### config.mk
export PLATFORM = sky130hd
export DESIGN_NAME = pattern_detect_param_flat
export DESIGN_NICKNAME = d
export VERILOG_FILES = /design/src/rtl/pattern_detect_param_if.sv /design/src/rtl/pattern_detect_param.sv /design/src/flat_wrapper.sv
export SDC_FILE = /design/constraint.sdc
export NUM_CORES = 1
export LEC_CHECK = 0
export ABC_AREA = 1
export BUFFER_PORTS_ARGS = -buffer_cell sky130_fd_sc_hd__buf_4
export CAP_MARGIN = 20
export CELL_PAD_IN_SITES_DETAIL_PLACEMENT = 1
export CELL_PAD_IN_SITES_GLOBAL_PLACEMENT = 2
export CORE_MARGIN = 2
export CORE_UTILIZATION = 29
export DETAILED_ROUTE_END_ITERATION = 10
export PLACE_DENSITY = 0.79
export SETUP_SLACK_MARGIN = 0.1
export SYNTH_ARGS = -nofsm -noshare
export SYNTH_HDL_FRONTEND = slang
export SYNTH_SLANG_ARGS = --single-unit
### constraint.sdc
create_clock -name in_clk -period 1.9 [get_ports in_clk]
set_input_delay 0.095 -clock in_clk [delete_from_list [all_inputs] [get_ports in_clk]]
set_output_delay 0.095 -clock in_clk [all_outputs]
set_load 0.03 [all_outputs]
### src/rtl/pattern_detect_param_if.sv
// Bus bundle for pattern_detect_param.
// The master side drives configuration, the serial stream and the counter clear.
// The slave side (the detector) returns the match pulse, the match count and the history fill.
interface pattern_detect_param_if #(
   parameter int MAX_LEN = 8,
   parameter int LEN_W   = 4,
   parameter int CNT_W   = 8
);
   logic               in_cfg_we;
   logic [MAX_LEN-1:0] in_cfg_pat;
   logic [LEN_W-1:0]   in_cfg_len;
   logic               in_cfg_ovl;
   logic               in_valid;
   logic               in_p;
   logic               in_clr;
   logic               o_d;
   logic [CNT_W-1:0]   o_cnt;
   logic [LEN_W-1:0]   o_fill;

   modport master (
      output in_cfg_we, in_cfg_pat, in_cfg_len, in_cfg_ovl, in_valid, in_p, in_clr,
      input  o_d, o_cnt, o_fill
   );

   modport slave (
      input  in_cfg_we, in_cfg_pat, in_cfg_len, in_cfg_ovl, in_valid, in_p, in_clr,
      output o_d, o_cnt, o_fill
   );
endinterface

### src/rtl/pattern_detect_param.sv
// Serial pattern detector with a runtime-programmable pattern, length and overlap mode.
// bit 0 of the pattern is the newest bit. A match raises a one-cycle registered pulse
// and bumps a saturating counter. Out of reset the block detects "101" with overlap.
module pattern_detect_param #(
   parameter int                 MAX_LEN = 8,
   parameter int                 LEN_W   = 4,
   parameter int                 CNT_W   = 8,
   parameter logic [MAX_LEN-1:0] DEF_PAT = MAX_LEN'(3'b101),
   parameter int                 DEF_LEN = 3
) (
   input  logic                    in_clk,
   input  logic                    in_rst,
   pattern_detect_param_if.slave   bus
);

   localparam logic [LEN_W:0]   MAX_LEN_X = (LEN_W+1)'(MAX_LEN);
   localparam logic [LEN_W-1:0] LEN_ONE   = LEN_W'(1);

   logic [MAX_LEN-1:0] pat_r;
   logic [LEN_W-1:0]   len_r;
   logic               ovl_r;

   // Only MAX_LEN-1 old bits are kept; the incoming bit completes the candidate window.
   logic [MAX_LEN-2:0] hist_r;
   logic [LEN_W-1:0]   fill_r;
   logic               d_r;
   logic [CNT_W-1:0]   cnt_r;

   logic [MAX_LEN-1:0] cand;
   logic [MAX_LEN-1:0] len_mask;
   logic [LEN_W-1:0]   cfg_len_clamped;
   logic [LEN_W:0]     fill_inc;
   logic               fill_ok;
   logic               pat_hit;
   logic               sample;
   logic               match;
   logic [LEN_W-1:0]   fill_sat;

   assign cand = {hist_r, bus.in_p};

   // Compare only the low len bits of the candidate against the pattern.
   always_comb begin
      len_mask = '0;
      for (int i = 0; i < MAX_LEN; i++) begin
         len_mask[i] = (LEN_W'(i) < len_r);
      end
   end

   // Lengths 0 and 1 both mean a single-bit pattern; oversize lengths clamp to MAX_LEN.
   always_comb begin
      cfg_len_clamped = bus.in_cfg_len;
      if (bus.in_cfg_len <= LEN_ONE) begin
         cfg_len_clamped = LEN_ONE;
      end else if ({1'b0, bus.in_cfg_len} > MAX_LEN_X) begin
         cfg_len_clamped = MAX_LEN_X[LEN_W-1:0];
      end
   end

   assign pat_hit  = (((cand ^ pat_r) & len_mask) == '0);
   assign fill_inc = {1'b0, fill_r} + (LEN_W+1)'(1);
   assign fill_ok  = (fill_inc >= {1'b0, len_r});
   assign sample   = bus.in_valid & ~bus.in_cfg_we;
   assign match    = sample & fill_ok & pat_hit;
   assign fill_sat = fill_ok ? len_r : fill_inc[LEN_W-1:0];

   // Configuration registers, loaded by the write strobe.
   always_ff @(posedge in_clk or negedge in_rst) begin
      if (!in_rst) begin
         pat_r <= DEF_PAT;
         len_r <= LEN_W'(DEF_LEN);
         ovl_r <= 1'b1;
      end else if (bus.in_cfg_we) begin
         pat_r <= bus.in_cfg_pat;
         len_r <= cfg_len_clamped;
         ovl_r <= bus.in_cfg_ovl;
      end
   end

   // History shift and fill tracking; a config write restarts detection from scratch.
   // In non-overlap mode a match zeroes fill, which alone blocks reuse of the old bits.
   always_ff @(posedge in_clk or negedge in_rst) begin
      if (!in_rst) begin
         hist_r <= '0;
         fill_r <= '0;
      end else if (bus.in_cfg_we) begin
         hist_r <= '0;
         fill_r <= '0;
      end else if (bus.in_valid) begin
         hist_r <= cand[MAX_LEN-2:0];
         fill_r <= (match && !ovl_r) ? '0 : fill_sat;
      end
   end

   // Registered one-cycle match pulse.
   always_ff @(posedge in_clk or negedge in_rst) begin
      if (!in_rst) begin
         d_r <= 1'b0;
      end else begin
         d_r <= match;
      end
   end

   // Saturating match counter; clear wins over a simultaneous increment.
   always_ff @(posedge in_clk or negedge in_rst) begin
      if (!in_rst) begin
         cnt_r <= '0;
      end else if (bus.in_clr) begin
         cnt_r <= '0;
      end else if (match && !(&cnt_r)) begin
         cnt_r <= cnt_r + CNT_W'(1);
      end
   end

   assign bus.o_d    = d_r;
   assign bus.o_cnt  = cnt_r;
   assign bus.o_fill = fill_r;

endmodule

### src/flat_wrapper.sv
// flat-port wrapper written by rule: the top's interface ports become plain ports
module pattern_detect_param_flat 
#(
   parameter int                 MAX_LEN = 8,
   parameter int                 LEN_W   = 4,
   parameter int                 CNT_W   = 8,
   parameter logic [MAX_LEN-1:0] DEF_PAT = MAX_LEN'(3'b101),
   parameter int                 DEF_LEN = 3
)
  (in_clk, in_rst, bus_in_cfg_we, bus_in_cfg_pat, bus_in_cfg_len, bus_in_cfg_ovl, bus_in_valid, bus_in_p, bus_in_clr, bus_o_d, bus_o_cnt, bus_o_fill);
  pattern_detect_param_if #(.MAX_LEN(MAX_LEN), .LEN_W(LEN_W), .CNT_W(CNT_W)) bus_i ();
  input  logic in_clk;
  input  logic in_rst;
  input wire logic [$bits(bus_i.in_cfg_we)-1:0] bus_in_cfg_we;
  input wire logic [$bits(bus_i.in_cfg_pat)-1:0] bus_in_cfg_pat;
  input wire logic [$bits(bus_i.in_cfg_len)-1:0] bus_in_cfg_len;
  input wire logic [$bits(bus_i.in_cfg_ovl)-1:0] bus_in_cfg_ovl;
  input wire logic [$bits(bus_i.in_valid)-1:0] bus_in_valid;
  input wire logic [$bits(bus_i.in_p)-1:0] bus_in_p;
  input wire logic [$bits(bus_i.in_clr)-1:0] bus_in_clr;
  output wire logic [$bits(bus_i.o_d)-1:0] bus_o_d;
  output wire logic [$bits(bus_i.o_cnt)-1:0] bus_o_cnt;
  output wire logic [$bits(bus_i.o_fill)-1:0] bus_o_fill;
  assign bus_i.in_cfg_we = bus_in_cfg_we;
  assign bus_i.in_cfg_pat = bus_in_cfg_pat;
  assign bus_i.in_cfg_len = bus_in_cfg_len;
  assign bus_i.in_cfg_ovl = bus_in_cfg_ovl;
  assign bus_i.in_valid = bus_in_valid;
  assign bus_i.in_p = bus_in_p;
  assign bus_i.in_clr = bus_in_clr;
  assign bus_o_d = bus_i.o_d;
  assign bus_o_cnt = bus_i.o_cnt;
  assign bus_o_fill = bus_i.o_fill;
  pattern_detect_param #(.MAX_LEN(MAX_LEN), .LEN_W(LEN_W), .CNT_W(CNT_W), .DEF_PAT(DEF_PAT), .DEF_LEN(DEF_LEN)) u_core (.in_clk(in_clk), .in_rst(in_rst), .bus(bus_i));
endmodule
== Yosys cells after proc, flatten, opt, wreduce, memory -nomap -nowiden ==
Index checks and enable logic that the tools add are counted.

* Bits of input ports: 19
* Word-level logic and storage cells: 44
* Register bits: 33

* Multiplexer cells: 10
* Add/sub/neg operators: 2
* Order comparisons: 11
* Reduce and logical (&&, ||, !) cells: 8
* Bitwise operators: 6

{| class="wikitable"
|+ Operators by type and width
! cell !! count
|-
| $mux 4 || 6
|-
| $lt 3x4->1 const A || 4
|-
| $mux 8 || 2
|-
| $mux 7 || 2
|-
| $add 8x1->8 const B || 1
|-
| $and 8x8->8 || 1
|-
| $logic_not 8->1 || 1
|-
| $lt 1x4->1 const A || 2
|-
| $lt 2x4->1 const A || 2
|-
| $reduce_and 8->1 || 1
|-
| $xor 8x8->8 || 1
|-
| $add 4x1->5 const B || 1
|-
| $ge 5x4->1 || 1
|-
| $gt 4x4->1 const B || 1
|-
| $le 4x1->1 const B || 1
|-
| $reduce_bool 2->1 || 2
|-
| $and 1x1->1 || 3
|-
| $logic_and 1x1->1 || 2
|-
| $logic_not 1->1 || 2
|-
| $not 1->1 || 1
|}

== Logic depth before layout (Yosys ltp) ==
* Depth after elaboration: 8
* Mapped depth: 13

== Worst setup path before layout ==
No wires, ideal clock.

* Path kind: register -> register
* From: reg u_core.fill_r[0] (netlist: u_core.bus.o_fill[0])
* To: reg u_core.cnt_r[6] (netlist: u_core.bus.o_cnt[6])
* Clock period less this slack: 2.126 ns
* Setup slack: -0.226 ns
* Arrival time: 2.007 ns
* Required time: 1.781 ns
* Stages on the path, launching flop included: 13
* Setup time: 0.119 ns
* Path through: dfrtp_1 > ha_1 > xor2_1 > ha_1 > nand2_1 > clkinv_1 > nand3_1 > nor2_1 > nor2_2 > nor2_2 > nand3_4 > nand3_1 > nand2_1

* Longest elaborated chain between the ends: 6

{| class="wikitable"
|+ Ends and longest elaborated chain
! item !! RTL line !! source
|-
| from (decl) || pattern_detect_param.sv:25 || <nowiki>logic [LEN_W-1:0] fill_r;</nowiki>
|-
| from (signal assigned) || pattern_detect_param.sv:90 || <nowiki>fill_r <= (match && !ovl_r) ? '0 : fill_sat;</nowiki>
|-
| $add 4x1->5 || pattern_detect_param.sv:60 || <nowiki>assign fill_inc = {1'b0, fill_r} + (LEN_W+1)'(1);</nowiki>
|-
| $ge 5x4->1 || pattern_detect_param.sv:61 || <nowiki>assign fill_ok = (fill_inc >= {1'b0, len_r});</nowiki>
|-
| $and 1x1->1 (2 in series) || pattern_detect_param.sv:63 || <nowiki>assign match = sample & fill_ok & pat_hit;</nowiki>
|-
| $logic_and 1x1->1 || pattern_detect_param.sv:109 || <nowiki>end else if (match && !(&cnt_r)) begin</nowiki>
|-
| $reduce_bool 2->1 (no source line) || - ||
|-
| to (signal assigned) || pattern_detect_param.sv:110 || <nowiki>cnt_r <= cnt_r + CNT_W'(1);</nowiki>
|-
| to (decl) || pattern_detect_param.sv:27 || <nowiki>logic [CNT_W-1:0] cnt_r;</nowiki>
|}

No other way between the ends.
A chain may end at the register's enable or synchronous reset.

== Worst setup path in the final report ==
Ends and elaborated chain as after synthesis.

==> results.txt <==
----------------------------------------------------
[Outcome]
  Status ... complete, but fails checks
  Failing checks ... setup timing

[STA]
  Worst clock skew ... 8.07 ps
  Final Max Tran Viols ... 0
  Setup WS post-layout ... -87.4 ps
  Final setup violation count ... 13
  Min cycle time layout ... 1990 ps
  Worst hold margin ... 18.7 ps
  Portion of the clock cycle consumed by the worst path in the final layout ... 1.05
  Final Hold Viols ... 0
  Achievable clock frequency ... 503 MHz
  Least-Margin Pin Slew ... 508 ps
  RSZ-0062 raised after global routing ... yes
  Rel. slew slack ... 0.661

[Clocking]
  Clock root buffer ... clkbuf_8
  H-Tree Depth ... 2
  Maximum number of buffers from clock root to sink ... 2
  CTS tree ... yes
  Clock latency on the worst-skew pair ... 280 ps
  Number of clock buffers inserted by TritonCTS ... 5
  Clock-pin slew on the worst setup and hold paths ... 70 ps
  TritonCTS sink count ... 33

[Power and ir drop]
  Internal portion of total power ... 0.00123 W
  Maximum ir drop on the vdd rail ... 0.250 mV
  Power share of the clock group ... 0.275
  Overall Power ... 0.00189 W
  PD cells ... 727 nW/µm²
  Leakage power of the design ... 1.38 nW
  NetSw ... 0.000659 W
  Power share of the combinational group ... 0.307
  Share of power burned in registers ... 0.418
  Net Sw Frac ... 0.348

[Placement]
  Worst slack at placement ... -75.1 ps
  Post-DP HPWL ... 3880 µm
  Routability-driven placement congestion ratio ... 0.741
  Port-buffer cells ... 31

[Detailed routing]
  Routed Wire Length ... 5140 µm
  Antenna Violating Nets Remaining ... 0
  Length of the first detailed-routing pass in iterations ... 4
  DR vias ... 1836
  First DRT Iteration DRCs ... 64
  Number of remaining DRC errors ... 0
  WL/cell ... 13.1 µm
  Vias per cell ... 4.67

[Logic synthesis]
  Share of synthesized flip-flops with an asynchronous set or reset ... 1.00
  Number of synthesized flops with an enable pin ... 0
  Mean Syn Cell Area ... 7.62 µm²
  Post-synthesis instance area ... 2000 µm²
  Fraction of the yosys area taken by sequential cells ... 0.415
  Commonest cells in the synthesized netlist ... 80 x nand2_1, 35 x inv_1, 28 x dfrtp_1
  Dominant register cell in the synthesized netlist ... dfrtp_1
  Top-area cell type share of the netlist area ... 0.350
  Net count after synthesis ... 288
  Count of mapped cells out of synthesis ... 263
  #FFs+latches synth ... 33
  Count of different cell masters after synthesis ... 23
  Synth top area cells ... dfrtp_1 35%, nand2_1 15%, dfstp_2 6.6%
  Dominant cell type by area after synthesis ... dfrtp_1
  Number of warnings reported in the yosys synthesis log ... 0
  Most repeated cell in the gate-level netlist after synthesis ... nand2_1

[Final layout]
  # nets final ... 337
  Layout-stage area growth over the synthesis result ... 30.0%
  Antenna cells ... 0
  Layout cell share with drive strength beyond 1 ... 0.319
  Fillers ... 852

[Critical path]
  Sort of element at the start of the critical path ... register
  Critical path required time ... 2070 ps
  Kind of critical path ... reg2reg
  Data arrival at the endpoint of the critical path ... 2150 ps
  Endpoint type of the worst setup path ... register
  Critical Path Fanout Max ... 8

[Global routing]
  Gr ovfl total ... 0
  Wire length of the first global-routing pass ... 9010 µm
  Total track usage ... 0.150
  Largest net degree at the start of global routing ... 34
  Antenna violations before repair ... 0
  Number of global-route vias before repair ... 1889

[Floorplan]
  Total core area ... 6760 µm²
  Number of primary I/O pins ... 32
  Die Ht ... 87.1 µm
  Die width ... 87.1 µm
  Num rows ... 30
  Total Die Area ... 7590 µm²
  Initial cell density of the core ... 0.296

[Flow run]
  Max-cap violations ... 0

[Worst hold path]
  Class of the most critical hold timing path ... in2reg

----------------------------------------------------
## final cells by class
type                    count  area [µm²]  share of cell area
clock buffers               6        72.6              0.0279
clock inverters             2        10.0             0.00384
inverters                  43         163              0.0625
multi-input cells         185        1090               0.419
flip-flops and latches     33         835               0.321
well taps                  80         100              0.0384
repair buffers             44         333               0.128
## final timing paths
kind | cells past startpoint | start | to | slack [ps]
worst max-delay path | 12 | u_core.bus.o_fill[0]$_DFFE_PN0P_ | u_core.bus.o_cnt[6]$_DFFE_PN0P_ | -90
worst min-delay path | 3 | bus_in_cfg_pat[1] | u_core.pat_r[1]$_DFFE_PN0P_ | 20
worst max register to register | 12 | u_core.bus.o_fill[0]$_DFFE_PN0P_ | u_core.bus.o_cnt[6]$_DFFE_PN0P_ | -90
worst min register to register | 2 | u_core.pat_r[0]$_DFFE_PN1P_ | u_core.pat_r[0]$_DFFE_PN1P_ | 500
max in group asynchronous | 2 | in_rst | u_core.bus.o_fill[0]$_DFFE_PN0P_ | 1250
min in group asynchronous | 2 | in_rst | u_core.hist_r[1]$_DFFE_PN0P_ | 300
## layout by cell type (no fill, tap or decap), drive strengths merged
master       instances
nand3               28
dfrtp               28
ha                   6
nand4                8
nand2               90
o22ai                9
o21ai               14
dlygate4sd3          1
dfstp                5
clkbuf               6
inv                 41
clkinv               4
nor2                21
xor2                 7
a21oi                2
buf                 43
## state kept, by name, indices dropped and copies added (netlist names)
| register | flops |
|---|---|
| u_core.bus.o_fill | 4 |
| u_core.hist_r | 7 |
| u_core.pat_r | 8 |
| u_core.bus.o_d | 1 |
| u_core.len_r | 4 |
| u_core.bus.o_cnt | 8 |
| u_core.ovl_r | 1 |
## worst max-delay path, stage by stage (launching register included)
cell and delay, ps:
dfrtp_2 430, ha_4 180, xor2_2 170, ha_1 310, nand2_1 80, clkinv_2 60
nand3_2 70, nor2_4 110, nor2_4 60, nor2_4 120, nand3_4 130, nand3_1 100
nand2_1 60
## power by group through the flow
| stage | registers (W) | clock network, W | logic (W) |
|---|---|---|---|
| 2_1_floorplan | 0.000828 | 0 | 0.000333 |
| 3_3_place_gp | 0.000801 | 0 | 0.000544 |
| 3_5_place_dp | 0.000804 | 0 | 0.000556 |
| 4_1_cts | 0.000791 | 0.000541 | 0.000568 |
| 5_1_grt | 0.000799 | 0.000578 | 0.000661 |
| 6_report | 0.000792 | 0.000520 | 0.000581 |
## cell families (layout without fill, tap and decap cells)
family          count (synthesis)  after routing  synth area share
xor+xnor                        7              7            0.0306
buf+inv                        46             95            0.0868
simple gates                  146            147             0.362
compound gates                 25             25            0.0681
fa+ha+maj                       6              6            0.0375
flops                          33             33             0.415
## metal layers
layer	GRT usage	vias to the layer above	share of wire
li1	-	927	-
met1	0.204	877	0.47
met2	0.248	28	0.49
met3	0.0294	4	0.028
met4	0.0350	0	0.0089
met5	0	-	0
## what timing repair did
item	4_1_cts	5_1_grt
gates resized for setup	2	6
hold buffers	1	0
cloned	0	1
setup buffers	0	1
pin swaps	3	3
setup endpoints to repair	13	13
endpoints found under the hold margin	28	0
## per-stage QoR
step | instance area (µm²) | util | TNS, ps | std cells
after detailed placement | 2450 | 0.363 | -660 | 382
final | 2600 | 0.385 | -797 | 393
after CTS | 2550 | 0.377 | -715 | 391
after global routing | 2600 | 0.385 | -2570 | 393
after global placement | 2450 | 0.363 | -343 | 382
after floorplan | 2050 | - | -446 | 263
(Power assumes the default switching activity.)
